## src/rtl/mem_arb_pkg.sv

```systemverilog
// Shared types and constants for the IF/MEM memory port arbiter.
package mem_arb_pkg;

  typedef enum logic [1:0] {
    S_IDLE  = 2'd0,
    S_ISSUE = 2'd1,
    S_WAIT  = 2'd2,
    S_DONE  = 2'd3
  } arb_state_e;

  localparam logic SRC_IF = 1'b0;
  localparam logic SRC_DM = 1'b1;

  localparam int MEM_LAT_MAX = 7;
  localparam int CNT_W = $clog2(MEM_LAT_MAX + 1);

  typedef struct packed {
    logic        src;
    logic        we;
    logic        err;
    logic [31:0] wdata;
  } txn_t;

  function automatic logic misaligned(input logic [1:0] lsb);
    return lsb != 2'b00;
  endfunction

endpackage

```

## src/rtl/arb_rr2.sv

```systemverilog
// Two-way round-robin picker: a tie goes to the side not served last.
module arb_rr2 (
  input  logic [1:0] req,
  input  logic       last,
  output logic [1:0] gnt,
  output logic       valid
);

  assign gnt   = (&req) ? (last ? 2'b01 : 2'b10) : req;
  assign valid = |req;

endmodule

```

## src/rtl/mem_port_arbiter.sv

```systemverilog
// Shares one single-port synchronous memory between the IF and MEM stages.
module mem_port_arbiter
  import mem_arb_pkg::*;
#(
  parameter int ADDR_W  = 10,
  parameter int MEM_LAT = 1
) (
  input  logic              clk,
  input  logic              reset,
  input  logic              if_req,
  input  logic [31:0]       if_addr,
  output logic              if_ack,
  output logic [31:0]       if_rdata,
  input  logic              dm_req,
  input  logic              dm_we,
  input  logic [31:0]       dm_addr,
  input  logic [31:0]       dm_wdata,
  output logic              dm_ack,
  output logic [31:0]       dm_rdata,
  output logic              dm_err,
  output logic              mem_en,
  output logic              mem_we,
  output logic [ADDR_W-1:0] mem_addr,
  output logic [31:0]       mem_wdata,
  input  logic [31:0]       mem_rdata,
  output logic              busy
);

  arb_state_e        state_q;
  logic [CNT_W-1:0]  cnt_q;
  txn_t              txn_q;
  logic [ADDR_W-1:0] addr_q;
  logic              last_q;
  logic              if_ack_q;
  logic              dm_ack_q;
  logic              dm_err_q;
  logic              busy_q;
  logic [31:0]       if_rdata_q;
  logic [31:0]       dm_rdata_q;

  logic [1:0] gnt;
  logic       gnt_vld;
  logic       gsrc;
  logic       grant;
  logic       issue;
  logic       unused_bits;

  arb_rr2 u_rr (
    .req   ({dm_req, if_req}),
    .last  (last_q),
    .gnt   (gnt),
    .valid (gnt_vld)
  );

  // The ack cycle is still part of the access: requests are not resampled
  // until the requester has seen its ack and had a cycle to drop req.
  assign grant = gnt_vld & ~(if_ack_q | dm_ack_q);
  assign gsrc  = gnt[1];

  assign unused_bits = ^{if_addr[31:ADDR_W+2], if_addr[1:0],
                         dm_addr[31:ADDR_W+2], gnt[0]};

  assign issue     = (state_q == S_ISSUE) & ~txn_q.err;
  assign mem_en    = issue;
  assign mem_we    = issue & txn_q.we;
  assign mem_addr  = issue ? addr_q : '0;
  assign mem_wdata = issue ? txn_q.wdata : '0;

  assign if_ack   = if_ack_q;
  assign if_rdata = if_rdata_q;
  assign dm_ack   = dm_ack_q;
  assign dm_rdata = dm_rdata_q;
  assign dm_err   = dm_err_q;
  assign busy     = busy_q;

  always_ff @(posedge clk) begin
    if (reset) begin
      state_q    <= S_IDLE;
      cnt_q      <= '0;
      txn_q      <= '0;
      addr_q     <= '0;
      last_q     <= SRC_IF;
      if_ack_q   <= 1'b0;
      dm_ack_q   <= 1'b0;
      dm_err_q   <= 1'b0;
      busy_q     <= 1'b0;
      if_rdata_q <= '0;
      dm_rdata_q <= '0;
    end else begin
      if_ack_q   <= 1'b0;
      dm_ack_q   <= 1'b0;
      dm_err_q   <= 1'b0;
      if_rdata_q <= '0;
      dm_rdata_q <= '0;
      unique case (state_q)
        S_IDLE: begin
          busy_q <= grant;
          if (grant) begin
            txn_q.src   <= gsrc;
            txn_q.we    <= gsrc & dm_we;
            txn_q.err   <= gsrc & misaligned(dm_addr[1:0]);
            txn_q.wdata <= (gsrc & dm_we) ? dm_wdata : '0;
            addr_q      <= gsrc ? dm_addr[ADDR_W+1:2]
                                : if_addr[ADDR_W+1:2];
            state_q     <= S_ISSUE;
          end
        end
        S_ISSUE: begin
          cnt_q   <= CNT_W'(MEM_LAT - 1);
          state_q <= (MEM_LAT > 1) ? S_WAIT : S_DONE;
        end
        S_WAIT: begin
          cnt_q <= cnt_q - CNT_W'(1);
          if (cnt_q == CNT_W'(1)) begin
            state_q <= S_DONE;
          end
        end
        S_DONE: begin
          if (txn_q.src == SRC_DM) begin
            dm_ack_q   <= 1'b1;
            dm_err_q   <= txn_q.err;
            dm_rdata_q <= (txn_q.we | txn_q.err) ? '0 : mem_rdata;
          end else begin
            if_ack_q   <= 1'b1;
            if_rdata_q <= mem_rdata;
          end
          last_q  <= txn_q.src;
          state_q <= S_IDLE;
        end
      endcase
    end
  end

endmodule
```

## config.mk

```make
export PLATFORM = sky130hd
export DESIGN_NAME = mem_port_arbiter
export DESIGN_NICKNAME = d
export VERILOG_FILES = /design/src/rtl/mem_arb_pkg.sv /design/src/rtl/arb_rr2.sv /design/src/rtl/mem_port_arbiter.sv
export SDC_FILE = /design/constraint.sdc
export NUM_CORES = 1
export LEC_CHECK = 0
export CAP_MARGIN = 10
export CORE_MARGIN = 2
export CORE_UTILIZATION = 37
export CTS_CLUSTER_SIZE = 25
export DETAILED_ROUTE_END_ITERATION = 7
export GPL_TIMING_DRIVEN = 1
export PLACE_DENSITY = 0.77
export SLEW_MARGIN = 20
export SYNTH_ARGS = -nofsm -noshare
export SYNTH_HDL_FRONTEND = slang
export SYNTH_HIERARCHICAL = 1
export SYNTH_SLANG_ARGS = --single-unit
```

## constraint.sdc

```tcl
create_clock -name clk -period 2 [get_ports clk]
set_clock_uncertainty 0.15 [all_clocks]
set_input_delay 0.2 -clock clk [delete_from_list [all_inputs] [get_ports clk]]
set_output_delay 0.2 -clock clk [all_outputs]
set_load 0.005 [all_outputs]
```

==> impl_metrics.ini <==
[routing]
drtAntennaViolNets = 0
drc = 0
firstDrtPassIters = 4
vias = 3482
drt_iter0_markers = 146
via_per_inst = 4.65
wl_um = 12100
post_drt_wl_per_cell_um = 16.1

[job]
drv_cap = 0

[worst_setup_path]
critPathKind = reg -> out
max_stage_delay_ps = 330
cp_slowest_cell = dfxtp_2
worstPathMaxFanout = 6
cp_common_cell = buf_6
setup.worst_path.end_class = output port
critPathLaunchType = flop
worstPathRequired_ps = 1650
cp.arrival_ps = 1920
path_cells = inv_2 > ha_4 > nor2b_4 > buf_6 > buf_12 > buf_16 > buf_6 > and2_4 > buf_6

[power_and_ir_drop]
irDropWorstVdd_mv = 0.649
power_leakage_nw = 3.05
power_mw = 8.24
cellPowerDensity_mw_per_mm2 = 1120

[logic_synthesis]
netlist_instances = 368
synth_fp_nets = 507
yosysWarnings = 6
syn_area_per_cell_um2 = 11.1
synth_area_mm2 = 0.00408

[finish]
final_area_mm2 = 0.00739
num_antenna_cells = 0
nNetsFinal = 736
mostFrequentLayoutCells = clkdlybuf4s50_1 (158), dfxtp_1 (117), and2_1 (74)
layout_commonest_cell = clkdlybuf4s50_1
area.growth.synth_to_final_pct = 80.9
instances_no_fill = 749
drive_gt1_frac = 0.251
final_core_util = 0.684
num-fill-cells = 779

[grt]
grt_start_max_net_pins = 34
grt_pass1_vias = 3621
gr-total-overflow = 0
grt_pass1_wl_um = 18000
antenna_found_initial = 0
globalRouteTotalUtil = 0.202

[sta]
post-route-min-period_ps = 2270
finalSetupViolCount = 36
maxSlewHeadroom = 0.814
post-route-period-util = 1.13
drv_slew = 0
worstMarginPinSlew_ps = 279
setup_ws_ps = -268
timing.hold.ws_ps = 125
rsz0062_at_grt = true
fin_setup_tns_ps = -4510
fmax_mhz = 441
hold_viol_final = 0

[outcome]
violations = negative setup slack
status = finished with violations

[floorplan]
dieArea_mm2 = 0.0119
row_count = 38
start_util = 0.378
die-height_um = 109
coreArea_mm2 = 0.0108
die_w_um = 109
io_pins = 245

[hold_path]
holdCritPathClass = in -> reg

[clocking]
cts_tree = built
cts_made_buffers = 17
cts.sinks = 119
cts_max_level = 4
clk_latency_ps = 500
clockBufferDepth = 2
clk_pin_slew_worst_paths_ps = 60
cts-root-buf = clkbuf_8

[placed_design]
globalplace.congestion = 0.711
port_buffers = 202
place_area_mm2 = 0.00631
placed_cells = 698
hpwl_um = 7540
post-place-ws_ps = -32.3
[metal layers]
layer  global-route usage  vias to the layer above  part of all wire
met5                    0                        -                 0
met4               0.0733                        0             0.012
met3                0.105                       10              0.11
met2                0.364                      149              0.52
met1                0.197                     1629              0.36
li1                     -                     1694                 -
[critical path: cells and delay by family (launching register included)]
family,cells,cell delay (ps)
buf+inv,6,670
fa+ha+maj,1,140
flops,1,330
simple gates,2,290
[flip-flops by register name (all words and copies together) (netlist names)]
register / count
txn_q: 35
dm_rdata: 32
if_rdata: 32
addr_q: 10
cnt_q: 3
state_q: 2
busy: 1
dm_ack: 1
dm_err: 1
if_ack: 1
last_q: 1
[power breakdown]
part | total (mW) | internal [mW] | switching, mW
clock | 3.11 | 2.08 | 1.03
sequential | 2.71 | 2.59 | 0.118
combinational | 2.42 | 1.47 | 0.947
[area by class of cell]
class / count / area (µm²) / area share
timing repair buffer: 234 / 2530 / 0.342
inverter: 5 / 18.8 / 0.00254
sequential: 119 / 2390 / 0.323
multi-input combinational: 220 / 1660 / 0.224
tap: 140 / 175 / 0.0237
clock inverter: 11 / 174 / 0.0235
clock buffer: 20 / 445 / 0.0603
[worst paths after layout]
path | startpoint | end | cells after the start | slack (ps)
worst max-delay path | state_q[1] | mem_addr[9] | 9 | -270
worst min-delay path | mem_rdata[31] | if_rdata[31] | 2 | 120
worst max register to register | state_q[1] | txn_q[31] | 8 | 100
worst min register to register | cnt_q[1] | cnt_q[1] | 2 | 310
[repair_timing]
| item | CTS | global route |
|---|---|---|
| gates cloned | 6 | 0 |
| gates resized for setup | 230 | 35 |
| buffers inserted | 11 | 4 |
| hold buffers | 0 | 0 |
| endpoints found under the setup margin | 44 | 44 |
| pin swaps | 22 | 6 |
Power figures use the tool's default switching activity.
